===== src/rtl/wb_pkg.sv =====
// wb_pkg: shared encodings for the write-back stage and its optional load aligner.
// The aligner is built only when WB_LOAD_ALIGN_EN is defined.
package wb_pkg;
    localparam logic [1:0] LS_WORD = 2'b00;
    localparam logic [1:0] LS_HALF = 2'b01;
    localparam logic [1:0] LS_BYTE = 2'b10;
    localparam int SRC_PC4 = 0;
    localparam int SRC_ALU = 1;
    localparam int SRC_FPU = 2;
    localparam int SRC_MEM = 3;
    typedef enum logic {WB_ONE = 1'b0, WB_PAIR = 1'b1} wb_state_e;
endpackage


===== src/rtl/wb_load_align.sv =====
// wb_load_align: big-endian sub-word extraction with zero/sign extension.
module wb_load_align import wb_pkg::*; #(
    parameter int DATA_W = 32
) (
    input  logic [DATA_W-1:0] word,
    input  logic [1:0]        size,
    input  logic              is_signed,
    input  logic [1:0]        off,
    output logic [DATA_W-1:0] aligned
);
    logic [7:0]  byte_v;
    logic [15:0] half_v;
    always_comb begin
        // Offset 0 is the most significant byte; halves ignore offset bit 0.
        byte_v  = word[DATA_W-8-8*int'(off) +: 8];
        half_v  = word[DATA_W-16-8*int'(off & 2'b10) +: 16];
        aligned = size == LS_HALF ? {{(DATA_W-16){is_signed & half_v[15]}}, half_v}
                : size == LS_BYTE ? {{(DATA_W-8){is_signed & byte_v[7]}}, byte_v}
                : word;
    end
endmodule


===== src/rtl/write_back_pipe.sv =====
// write_back_pipe: MEM/WB stage register and register-file write port with two-beat pair writes.
// Define WB_LOAD_ALIGN_EN to enable sub-word load alignment on the MEM_SRC slice.
module write_back_pipe import wb_pkg::*; #(
    parameter int DATA_W  = 32,
    parameter int ADDR_W  = 6,
    parameter int NSRC    = 4,
    parameter int SEL_W   = 2,
    parameter int MEM_SRC = SRC_MEM
) (
    input  logic                   clk,
    input  logic                   reset,
    input  logic                   Stall,
    input  logic                   Flush,
    input  logic                   NextValid,
    input  logic [NSRC*DATA_W-1:0] NextSrcData,
    input  logic [SEL_W-1:0]       NextDInSrc,
    input  logic                   NextRegWE,
    input  logic [ADDR_W-1:0]      NextRegWAddr,
    input  logic                   NextDouble,
    input  logic [DATA_W-1:0]      NextPairData,
    input  logic [1:0]             NextLoadSize,
    input  logic                   NextLoadSigned,
    input  logic [1:0]             NextByteOff,
    output logic                   Busy,
    output logic                   RegWBWE,
    output logic [ADDR_W-1:0]      RegWBAddr,
    output logic [DATA_W-1:0]      RegWBData
);
    typedef struct packed {
        logic                   valid;
        logic                   we;
        logic                   dbl;
        logic [SEL_W-1:0]       sel;
        logic [ADDR_W-1:0]      addr;
        logic [NSRC*DATA_W-1:0] src;
        logic [DATA_W-1:0]      pair;
`ifdef WB_LOAD_ALIGN_EN
        logic [1:0]             lsize;
        logic                   lsigned;
        logic [1:0]             off;
`endif
    } stage_t;

    stage_t    stage_q, stage_d;
    wb_state_e state_q, state_d;
    logic [DATA_W-1:0] sel_data, mem_data;

    assign Busy      = state_q == WB_ONE && stage_q.valid && stage_q.we && stage_q.dbl;
    assign RegWBWE   = stage_q.valid & stage_q.we;
    assign RegWBAddr = state_q == WB_PAIR ? stage_q.addr | ADDR_W'(1) : stage_q.addr;
    assign RegWBData = state_q == WB_PAIR ? stage_q.pair
                     : int'(stage_q.sel) == MEM_SRC ? mem_data : sel_data;

    always_comb begin
        sel_data = '0;
        for (int k = 0; k < NSRC; k++)
            if (int'(stage_q.sel) == k) sel_data = stage_q.src[(NSRC-1-k)*DATA_W +: DATA_W];
    end

`ifdef WB_LOAD_ALIGN_EN
    wb_load_align #(.DATA_W(DATA_W)) u_align (
        .word      (sel_data),
        .size      (stage_q.lsize),
        .is_signed (stage_q.lsigned),
        .off       (stage_q.off),
        .aligned   (mem_data)
    );
`else
    logic unused_ld;
    assign unused_ld = ^{NextLoadSize, NextLoadSigned, NextByteOff};
    assign mem_data  = sel_data;
`endif

    always_comb begin
        stage_d = stage_q;
        state_d = WB_ONE;
        // While the first beat is out nothing is captured; the pair beat always accepts.
        if (Busy) state_d = WB_PAIR;
        else if (Stall || Flush) begin
            stage_d.valid = 1'b0;
            stage_d.we    = 1'b0;
        end else begin
            stage_d.valid = NextValid;
            stage_d.we    = NextRegWE;
            stage_d.dbl   = NextDouble;
            stage_d.sel   = NextDInSrc;
            stage_d.addr  = NextRegWAddr;
            stage_d.src   = NextSrcData;
            stage_d.pair  = NextPairData;
`ifdef WB_LOAD_ALIGN_EN
            stage_d.lsize   = NextLoadSize;
            stage_d.lsigned = NextLoadSigned;
            stage_d.off     = NextByteOff;
`endif
        end
    end

    always_ff @(posedge clk) begin
        if (!reset) begin
            state_q <= WB_ONE;
            stage_q <= '0;
        end else begin
            state_q <= state_d;
            stage_q <= stage_d;
        end
    end
endmodule


===== config.mk =====
export PLATFORM = sky130hd
export DESIGN_NAME = write_back_pipe
export DESIGN_NICKNAME = d
export VERILOG_FILES = /design/src/rtl/wb_pkg.sv /design/src/rtl/wb_load_align.sv /design/src/rtl/write_back_pipe.sv
export SDC_FILE = /design/constraint.sdc
export NUM_CORES = 1
export LEC_CHECK = 0
export CORE_UTILIZATION = 45
export CTS_BUF_LIST = sky130_fd_sc_hd__clkbuf_8
export CTS_CLUSTER_DIAMETER = 80
export DETAILED_ROUTE_END_ITERATION = 12
export PLACE_DENSITY = 0.76
export REMOVE_ABC_BUFFERS = 1
export SLEW_MARGIN = 10
export SYNTH_ARGS = -nofsm -noshare
export SYNTH_HDL_FRONTEND = slang
export SYNTH_HIERARCHICAL = 1
export SYNTH_SLANG_ARGS = --single-unit

===== constraint.sdc =====
create_clock -name clk -period 2.7 [get_ports clk]
set_input_delay 0.54 -clock clk [delete_from_list [all_inputs] [get_ports clk]]
set_output_delay 0.54 -clock clk [all_outputs]
set_load 0.05 [all_outputs]

# [Word level (Yosys, flattened, before mapping)]
# Index checks and enable logic that the tools add are counted.
[totals] reg_bits=172 in_bits=180 word_cells=29 output_inout_bits=40
[classes] n_reduce_logical=6 n_eq_ne=3 bitwise=4 n_mux=8
[op_table] op="two-way mux 32 bit" n=5
[op_table] op="equality test 2 bit (second input constant)" n=2
[op_table] op="logical AND 1 bit" n=3
[op_table] op="inverter 1 bit" n=3
[op_table] op="equality test 2 x 1 -> 1 bit (second input constant)" n=1
[op_table] op="logical NOT 2 bit" n=1
[op_table] op="two-way mux 1 bit" n=2
[op_table] op="two-way mux 2 bit" n=1
[op_table] op="AND reduction 2 bit" n=1
[op_table] op="bitwise AND 1 bit" n=1
[op_table] op="logical OR 1 bit" n=1

# [Logic depth before layout (Yosys ltp)]
# Gate-level depths: netlist of run 1.
[logic_depth] depth_word=6 ltp_mapped=8 ltp_nobuf=3

# [Worst setup path after synthesis of run 1]
# No wires, ideal clock.
[synth_timing] path_kind="register to output" start="register stage_q[166] (netlist name)" end="output port RegWBData[10]" arrival_ns=1.675 required_time_ns=2.160 setup_slack_ns=0.485 path_buffers=2 path_stages_with_launch=5 cell_sequence="dfxtp_1 > buf_2 > buf_2 > mux4_2 > mux2_2"
[synth_via] elab_chain_cells=6
[synth_lines] element="from (decl)" line="write_back_pipe.sv:44" rtl="stage_t stage_q, stage_d;"
[synth_lines] element="from (signal assigned)" line="write_back_pipe.sv:104" rtl="stage_q <= stage_d;"
[synth_lines] element="logical NOT 2 bit" line="write_back_pipe.sv:57" rtl="if (int'(stage_q.sel) == k) sel_data = stage_q.src[(NSRC-1-k)*DATA_W +: DATA_W];"
[synth_lines] element="two-way mux 32 bit (3 in a row)" line="write_back_pipe.sv:57"
[synth_lines] element="two-way mux 32 bit (*)" line="write_back_pipe.sv:57"
[synth_lines] element="two-way mux 32 bit (*)" line="write_back_pipe.sv:51" rtl="assign RegWBData = state_q == WB_PAIR ? stage_q.pair"
[synth_lines] element="to (decl)" line="write_back_pipe.sv:27" rtl="output logic [DATA_W-1:0] RegWBData"
# Mark *: on every way between the ends. The rest lies on a longest branch, timed or not.

# [Worst setup path in the final report of run 1]
[layout_timing] start="register stage_q[166] (netlist name)" end="output port RegWBData[11]"
# Same word-level chain as after synthesis.

==> run metrics, run 1 <==
outcome=finished, final reports clean; DR pass1 iterations=5; PostCTS Resize Cnt=1; Remaining DRCs=0; hpwl dp=11,830 um; Peak Freq=0.3861 GHz; Slowest cell on crit path=mux4_2; crit share post-route=0.9591; Multi-input gate area=between 0.004 and 0.005 mm^2; crit path kind=reg2out; PnR worst setup slack=0.1103 ns; Worst R2R End=stage_q[28]; Worst EP arrival=just over 2 ns; Sw Ratio=0.2511; post-route clock skew=0.01276 ns; switching power of the nets=1.415 mW; Tmin final=2.590 ns; crit path capture type=primary output; Reg clk slew, reported paths=approximately 0.08 ns; I/O pins=220; Clk pwr share=0.347; Synth area leader=dfxtp_1; total track usage=0.1966; CTS max path bufs=2; H-tree levels=4; hold path cells=2; Hold Vio Cnt, Final=0; Max-Cap Viols=0; Core ar.=0.01736 mm^2; RSZ-0062 raised after global routing=false; die height=about 140 um; grt total ovfl=0; vias in the first global route=5,850; critical path's top delay family=multiplexers; Die Wd=135.6 um; pre-CTS setup slack=about 0.52 ns; Slew headroom=0.6526; worst-margin pin slew=0.5195 ns; Clock Latency Late Sink=0.45 ns; Syn Area/Cell=approximately 9.7 um^2; slowest stage delay, CP=~0.54 ns; Flop pwr share=0.484; initial DRC count=253; Final TNS setup=0 ns; first-pass GRT wire length=28,400 um; FF+latch count, synth=roughly 170; total CTS buffers=17; Leak Pwr=~4.2 nW; WL final=17,680 um; Max rail drop VDD=0.2848 mV; Rows=48; Final Slew Violations=0; ANT nets after route=0; Finish-stage setup viols=0; synth warn=6; TritonCTS clock tree=built; Vias/cell=4.943; hold path endpoint=stage_q[41]; Comb pwr share=0.170; critical-path cell list=buf_6 -> mux4_2 -> mux2_2 -> buf_4; Cell Area, Synth=between 0.008 and 0.009 mm^2; CTS Root Cell=clkbuf_8; share of cells above drive strength 1=0.1473; Die ar.=0.01838 mm^2; initial core utilization=0.4626; CP Max Fanout=13; Reg2Reg Setup Slack=0.82 ns; synth-to-layout area growth=31.87%; Worst Hold Class=reg2reg; Yosys cell types=18; hold path startpoint=stage_q[41]; nets=1,185; tightest hold margin=0.4561 ns; clock sink total=roughly 170; number of hold buffers added after cts=0; internal power=4.221 mW; filler cell count=between 1,500 and 2,000; routed via count=~6,100; synth top area cells=dfxtp_1, mux2i_1, nand2_1, mux4_2, mux2_2; reg2reg start=state_q; Yosys top cell area share=0.4289; Seq/Total Area, Yosys=0.4289; pin count of the biggest net entering global routing=94; IO buf count=214; routed length per placed instance=14.21 um; CP Buf/Inv Count=2; Worst EP required=2.16 ns; total power=5.636 mW; Storage cell area=~0.0034 mm^2; Setup Fix Bufs, Post-CTS=0; Pwr Density=approximately 530 mW/mm^2; initial antenna violation count=1; routability cong.=0.7436; start point of the critical path=stage_q[166]; Util after Layout=0.6100; CP startpoint kind=flop; Gate Count Post-Synth=about 830; FF-to-FF path depth=5
[per-layer routing]
| metal | track usage | vias to the layer above | wire, um |
|---|---|---|---|
| met5 | 0 | - | 0 |
| met4 | 0.08302 | 0 | 438 |
| met3 | 0.04676 | 29 | 1162 |
| met2 | 0.3010 | 168 | 7924 |
| met1 | 0.2639 | 2851 | 8152 |
| li1 | - | 3101 | - |
[per-stage QoR]
step	cell area (um^2)	instances
6_report	10590	1244
5_1_grt	10590	1244
3_3_place_gp	10140	1211
2_1_floorplan	7546	753
4_1_cts	10590	1243
3_5_place_dp	10140	1211
[cell families after synthesis]
logic type / synth area share
AND/OR/NAND/NOR: 0.1644
multiplexers: 0.3441
flip-flops: 0.4289
buffers and inverters: 0.06015
AO/OA/AOI/OAI: 0.002492
[worst max-delay path by stage]
stage	to	slack, ns	cells past startpoint
6_report	RegWBData[11]	0.11	4
5_1_grt	RegWBData[11]	0.02	4
4_1_cts	RegWBData[11]	0.06	4
3_5_place_dp	RegWBData[11]	0.52	4
3_3_place_gp	RegWBData[11]	0.51	4
2_1_floorplan	stage_q[0]	-8.70	3
[registers in the layout, summed over array words and instances, names as in the netlist]
register and cells:
stage_q 171, state_q 1
[area by class of cell]
type | instances | area share
clock buffer | 19 | 0.02470
antenna | 1 | 0.0002363
sequential | 172 | 0.3256
multi-input combinational | 581 | 0.3881
tap | 225 | 0.02659
timing repair buffer | 233 | 0.2183
clock inverter | 13 | 0.01654
[cell usage after synthesis]
cell / count
nand2_1: 336
dfxtp_1: 172
mux2i_1: 168
clkbuf_1: 41
mux2_2: 32
mux4_2: 32
buf_4: 12
buf_8: 11
buf_2: 8
a21oi_1: 3
buf_6: 3
and2_1: 2
nor2_1: 2
nor2b_1: 2
and4b_1: 1
nor3_2: 1
o21ai_0: 1
or2_1: 1
[power groups by stage]
stage | combinational (mW) | clock (mW) | sequential, mW
after global placement | 0.954 | 0 | 2.78
after CTS | 0.967 | 2.01 | 2.73
final | 0.957 | 1.95 | 2.73
after detailed placement | 0.961 | 0 | 2.78
after global routing | 1.03 | 2.13 | 2.74
after floorplan | 0.548 | 0 | 2.80
[worst min-delay path, cell delays in order (launching register included)]
cell and delay [ns]:
dfxtp_1 0.31, nand2_1 0.05, mux2i_1 0.05
[cells in the final DEF, fill, tap and decap left out, types with 3 or more instances in the layout]
cell type,Yosys,layout
clkdlybuf4s50_1,0,180
bufinv_16,0,4
clkinv_4,0,3
mux2_2,32,32
a21oi_1,3,3
mux2i_1,168,168
buf_4,12,43
inv_1,0,3
dfxtp_1,172,169
dfxtp_2,0,3
buf_12,0,8
clkbuf_8,0,19
mux4_2,32,32
nand2_1,336,336
Note: power is estimated with default switching activity, not from simulation.
==> run 2: changes to the inputs <==
==> constraint.sdc (replaced) <==
create_clock -name clk -period 3.1 [get_ports clk]
set_input_delay 0.62 -clock clk [delete_from_list [all_inputs] [get_ports clk]]
set_output_delay 0.62 -clock clk [all_outputs]
set_load 0.05 [all_outputs]
==> run 2 against run 1 <==
Against the previous run:
- via count barely moved
- non-clock buffer count is the same
- first-iteration DRC count up 0.79%
- global-route usage up 0.15 points
- clock skew shrank 0.00061 ns
- cell count is 0.24% lower
- worst hold slack lost 0.00065 ns
- die area stayed put
- critical path depth is 2 lower
- highest routed layer unchanged
==> run metrics, run 2 (synthesized netlist as in run 1, its figures left out) <==
routed via count=6,155 (+0.098%); crit path capture type=primary output; Worst Hold Class=reg2reg; Rows=48 (unchanged); TritonCTS clock tree=built; nets=1,185 (unchanged); Max-Cap Viols=0 (unchanged); initial core utilization=0.4626 (unchanged); ANT nets after route=0 (unchanged); hpwl dp=12,250 um (+3.5%); commonest cells after routing, fill and taps aside=nand2_1, clkdlybuf4s50_1, dfxtp_1; Finish-stage setup viols=0 (unchanged); first-pass GRT wire length=28,700 um (+1.1%); CTS Root Cell=clkbuf_8; total track usage=0.1981 (+0.001450); RSZ-0062 raised after global routing=false; initial antenna violation count=0 (-1); Worst EP required=2.48 ns (+0.32 ns); CP startpoint kind=flop; Slew headroom=0.5014 (-0.1512); # diodes=0 (-1); DR pass1 iterations=4 (-1); GR Util met1=0.2546 (-0.009314); Final Slew Violations=0 (unchanged); grt total ovfl=0 (unchanged); total CTS buffers=17 (unchanged); Slowest cell on crit path=clkdlybuf4s50_1; Pwr Density=470.5 mW/mm^2 (-12%); Max rail drop VDD=0.2851 mV (+0.12%); outcome=finished, final reports clean; worst-margin pin slew=0.7479 ns (+0.2284 ns); Biggest register=stage_q; placed cells=1,212 (+0.083%); Core ar.=0.01736 mm^2 (unchanged); clock sink total=172 (unchanged); post-route insts no fill=1,241 (-0.24%); CTS max path bufs=2 (unchanged); total power=4.976 mW (-12%); synth-to-layout area growth=31.71%; met2 Track Usage GR=0.3214 (+0.02041); Clock Latency Late Sink=0.44 ns (about the same); M3 GR Usage=0.05275 (+0.005986); WL final=17,970 um (+1.7%); initial DRC count=255 (+0.79%); Largest regs=stage_q x171, state_q x1; Die Wd=135.6 um (unchanged); share of cells above drive strength 1=0.1378 (-0.009552); pre-CTS setup slack=0.3090 ns (-0.2123 ns); IO buf count=214 (unchanged); Reg clk slew, reported paths=0.09 ns (about the same); Hold Vio Cnt, Final=0 (unchanged); Leak Pwr=4.197 nW (about the same); GR peak layer=met2; pin count of the biggest net entering global routing=107 (+14%); vias in the first global route=5,841 (-0.15%); critical-path cell list=and4b_1 -> clkdlybuf4s50_1; Peak Freq=0.3342 GHz; CP Max Fanout=25 (+12); PnR worst setup slack=0.1078 ns (-0.002514 ns); I/O pins=220 (unchanged); Tmin final=2.992 ns; crit path kind=reg2out; Setup Fix Bufs, Post-CTS=0 (unchanged); slowest stage delay, CP=0.85 ns (+0.31 ns); number of flip-flops in the largest register=171 (unchanged); commonest non-fill, non-tap cell in the layout=nand2_1; routed length per placed instance=14.48 um (+1.9%); Remaining DRCs=0 (unchanged); routability cong.=0.7616 (+2.4%); Die ar.=0.01838 mm^2 (unchanged); H-tree levels=4 (unchanged); Vias/cell=4.960 (+0.34%); die height=135.6 um (unchanged); Worst EP arrival=2.37 ns (+0.32 ns); crit share post-route=0.9652; post-route clock skew=0.01214 ns (-0.0006129 ns)
## run 2: cell count changes in the layout (fill, tap and decap cells not counted), sizes merged
cell / delta
dlygate4sd2: +9
clkinvlp: +1
clkbuf: -1
clkinv: -2
clkdlybuf4s50: +1
buf: -10
inv: -1
diode: -1
bufinv: +1
## run 2: worst max-delay path, delay by kind of cell, from the launching register on
family / cells / cell delay, ns
simple gates: 1 / 0.51
buf+inv: 1 / 0.85
flops: 1 / 0.56
## run 2: through the flow
stage / TNS, ns / hold WS, ns / instance area (um^2) / util
3_5_place_dp: 0 / 0.4426 / 10140 / 0.5842
2_1_floorplan: -1395.14 / 0.4299 / 7546 / -
3_3_place_gp: 0 / 0.4393 / 10140 / 0.5842
5_1_grt: 0 / 0.4719 / 10580 / 0.6093
4_1_cts: 0 / 0.4598 / 10570 / 0.6091
6_report: 0 / 0.4555 / 10580 / 0.6093
## run 2: what timing repair did
item,in CTS,in global routing
endpoints found under the hold margin,0,0
gates cloned,0,0
gates resized for setup,11,1
endpoints found under the setup margin,21,1
hold buffers,0,0
## run 2: layout make-up
class,count,area (um^2)
fill,1464,6782
multi-input combinational,581,4109
sequential,172,3450
timing repair buffer,233,2291
tap,225,281.5
clock buffer,18,247.7
clock inverter,12,196.4
## run 2: layer usage
| layer | wire [um] | share of wire | vias to the layer above |
|---|---|---|---|
| li1 | - | - | 3096 |
| met5 | 0 | 0 | - |
| met2 | 8432 | 0.47 | 167 |
| met1 | 8097 | 0.45 | 2875 |
| met3 | 1197 | 0.067 | 17 |
| met4 | 245 | 0.014 | 0 |
## run 2: final timing paths
kind                            cells past startpoint           end          from  slack (ns)
worst min register to register                      2  stage_q[118]  stage_q[118]        0.46
worst max-delay path                                2          Busy       state_q        0.11
worst max register to register                      4    stage_q[4]       state_q        0.69
worst min-delay path                                2  stage_q[118]  stage_q[118]        0.46
## run 2: where the power goes
part / internal [mW] / switching (mW) / leakage [nW]
registers: 2.32 / 0.0606 / 1.41
clock network: 0.970 / 0.803 / 0.222
logic: 0.435 / 0.386 / 2.57
==> run 3: changes to the inputs <==
--- a/config.mk
+++ b/config.mk
@@ -5,11 +5,12 @@
 export SDC_FILE = /design/constraint.sdc
 export NUM_CORES = 1
 export LEC_CHECK = 0
+export CAP_MARGIN = 0
 export CORE_UTILIZATION = 45
 export CTS_BUF_LIST = sky130_fd_sc_hd__clkbuf_8
 export CTS_CLUSTER_DIAMETER = 80
 export DETAILED_ROUTE_END_ITERATION = 12
-export PLACE_DENSITY = 0.76
+export PLACE_DENSITY = 0.84
 export REMOVE_ABC_BUFFERS = 1
 export SLEW_MARGIN = 10
 export SYNTH_ARGS = -nofsm -noshare
==> run 3 against run 2 <==
Against the previous run:
- sequential power about the same
- critical path depth unchanged
- non-clock buffer count unchanged
- utilization down 0.26 points
- highest routed layer unchanged
- die area stayed put
- critical path type unchanged
- final area fell by 0.43%
- worst setup slack improved by 0.023 ns
- fmax up 0.76%
- worst hold slack improved by 0.0036 ns
==> run metrics, run 3 (synthesized netlist as in run 1, its figures left out) <==
Slowest cell on crit path=clkdlybuf4s50_1; CP startpoint kind=flop; Largest regs=stage_q x171, state_q x1; H-tree levels=4 (unchanged); Reg2Reg Setup Slack=0.67 ns (-0.02 ns); reg2reg start=state_q; crit path capture type=primary output; switching power of the nets=1.243 mW (-0.47%); pin count of the biggest net entering global routing=100 (-6.5%); TritonCTS clock tree=built; CP Max Fanout=20 (-20%); CP endpoint=Busy; clock sink total=172 (unchanged); outcome=finished, final reports clean; ANT nets after route=0 (unchanged); Pwr Density=442.8 mW/mm^2 (-5.9%); Leak Pwr=4.186 nW (-0.26%); Final Slew Violations=0 (unchanged); DR pass1 iterations=6 (+2); Biggest register=stage_q; FF-to-FF path depth=5 (+1); post-route insts no fill=1,242 (+0.081%); Max-Cap Viols=0 (unchanged); synth-to-layout area growth=31.15%; post-route clock skew=0.01157 ns (-0.0005777 ns); Worst EP arrival=2.35 ns (-0.02 ns); Setup Fix Bufs, Post-CTS=0 (unchanged); start point of the critical path=state_q; initial DRC count=262 (+2.7%); Vias/cell=4.972 (+0.24%); routed via count=6,175 (+0.32%); Worst Hold Class=reg2reg; Tmin final=2.970 ns (-0.02250 ns); IO buf count=214 (unchanged); Die Wd=135.6 um (unchanged); crit share post-route=0.9580 (-0.007259); Die ar.=0.01838 mm^2 (unchanged); commonest cells after routing, fill and taps aside=nand2_1, clkdlybuf4s50_1, dfxtp_1; Final TNS setup=0 ns (unchanged); Worst EP required=2.48 ns (about the same); Clk pwr share=0.311 (-0.045); critical-path cell list=and4b_1 -> clkdlybuf4s50_1; Crit. path cell count=2 (unchanged); worst-margin pin slew=0.6815 ns (-0.06641 ns); crit path kind=reg2out; Max rail drop VDD=0.2437 mV (-15%); Hold Vio Cnt, Final=0 (unchanged); Comb pwr share=0.178 (+0.013); PostCTS Resize Cnt=14 (+3); Worst R2R End=stage_q[167]; Slew headroom=0.5457 (+0.04427); hpwl dp=12,360 um (+0.92%); hold path cells=2 (unchanged); number of flip-flops in the largest register=171 (unchanged); Clock Latency Late Sink=0.42 ns (-0.02 ns); total CTS buffers=17 (unchanged); CTS max path bufs=2 (unchanged); Rows=48 (unchanged); commonest non-fill, non-tap cell in the layout=nand2_1; initial antenna violation count=0 (unchanged); critical path's top delay family=buffers and inverters; Flop pwr share=0.511 (+0.032); grt total ovfl=0 (unchanged); # diodes=0 (unchanged); I/O pins=220 (unchanged); internal power=3.419 mW (-8.3%); routability cong.=0.7642 (+0.34%); die height=135.6 um (unchanged); nets=1,185 (unchanged); WL final=18,090 um (+0.65%); Reg clk slew, reported paths=0.09 ns (about the same); Core ar.=0.01736 mm^2 (unchanged); vias in the first global route=6,161 (+5.5%); Sw Ratio=0.2667 (+0.01562); Finish-stage setup viols=0 (unchanged); placed cells=1,211 (-0.083%); RSZ-0062 raised after global routing=false; total power=4.662 mW (-6.3%); CP Buf/Inv Count=1 (unchanged); initial core utilization=0.4626 (unchanged); CTS Root Cell=clkbuf_8; Remaining DRCs=0 (unchanged); share of cells above drive strength 1=0.1347 (-0.003085); total track usage=0.2004 (+0.002341); slowest stage delay, CP=0.87 ns (+0.02 ns); routed length per placed instance=14.56 um (+0.57%); first-pass GRT wire length=29,050 um (+1.2%); Peak Freq=0.3367 GHz (+0.76%); number of hold buffers added after cts=0 (unchanged)
[run 3: changes by cell type in the layout (fill, tap and decap cells not counted)]
cell | before | now
clkinv_4 | 1 | 2
buf_4 | 35 | 30
buf_12 | 5 | 8
buf_6 | 2 | 0
inv_6 | 1 | 2
clkinvlp_4 | 2 | 1
dlygate4sd2_1 | 9 | 13
clkbuf_8 | 18 | 22
bufinv_16 | 5 | 0
clkinv_2 | 2 | 3
[run 3: how the worst min path moves through the flow]
stage,startpoint,to,slack [ns]
detailed placement,stage_q[137],stage_q[137],0.45
floorplan,stage_q[160],stage_q[160],0.43
global placement,stage_q[160],stage_q[160],0.44
CTS,stage_q[32],stage_q[32],0.46
finish,stage_q[153],stage_q[153],0.46
global route,stage_q[17],stage_q[17],0.47
[run 3: per-layer routing]
| layer | global-route usage | wire (um) |
|---|---|---|
| met1 | 0.2445 | 8045 |
| met2 | 0.3461 | 8940 |
| met3 | 0.04489 | 893 |
| met4 | 0.06804 | 209 |
| met5 | 0 | 0 |
[run 3: power groups by stage]
| stage | combinational [mW] | clock, mW | sequential (mW) |
|---|---|---|---|
| 2_1_floorplan | 0.477 | 0 | 2.44 |
| 3_3_place_gp | 0.832 | 0 | 2.43 |
| 3_5_place_dp | 0.841 | 0 | 2.43 |
| 4_1_cts | 0.838 | 1.50 | 2.38 |
| 5_1_grt | 0.892 | 1.60 | 2.39 |
| 6_report | 0.829 | 1.45 | 2.38 |
[run 3: worst register-to-register path, stage by stage (launching register included)]
cell	delay, ns
dfxtp_2	0.78
and4b_1	0.37
nor3_4	0.19
buf_12	0.25
buf_12	0.41
mux2i_1	0.34
[run 3: final cells by class]
class                           instances  area [um^2]
Multi-Input combinational cell        581         4109
Tap cell                              225        281.5
Clock buffer                           22        302.8
Fill cell                            1451         6827
Timing Repair Buffer                  233         2326
Sequential cell                       172         3450
Clock inverter                          9        61.31
[run 3: per-stage QoR]
step	utilization	instance area (um^2)	hold slack [ns]	setup WS [ns]
floorplan	-	7546	0.4299	-8.304
global placement	0.5865	10180	0.4373	0.2850
detailed placement	0.5865	10180	0.4467	0.2967
CTS	0.6067	10530	0.4601	0.07484
global route	0.6067	10530	0.4730	0.03082
finish	0.6067	10530	0.4591	0.1303
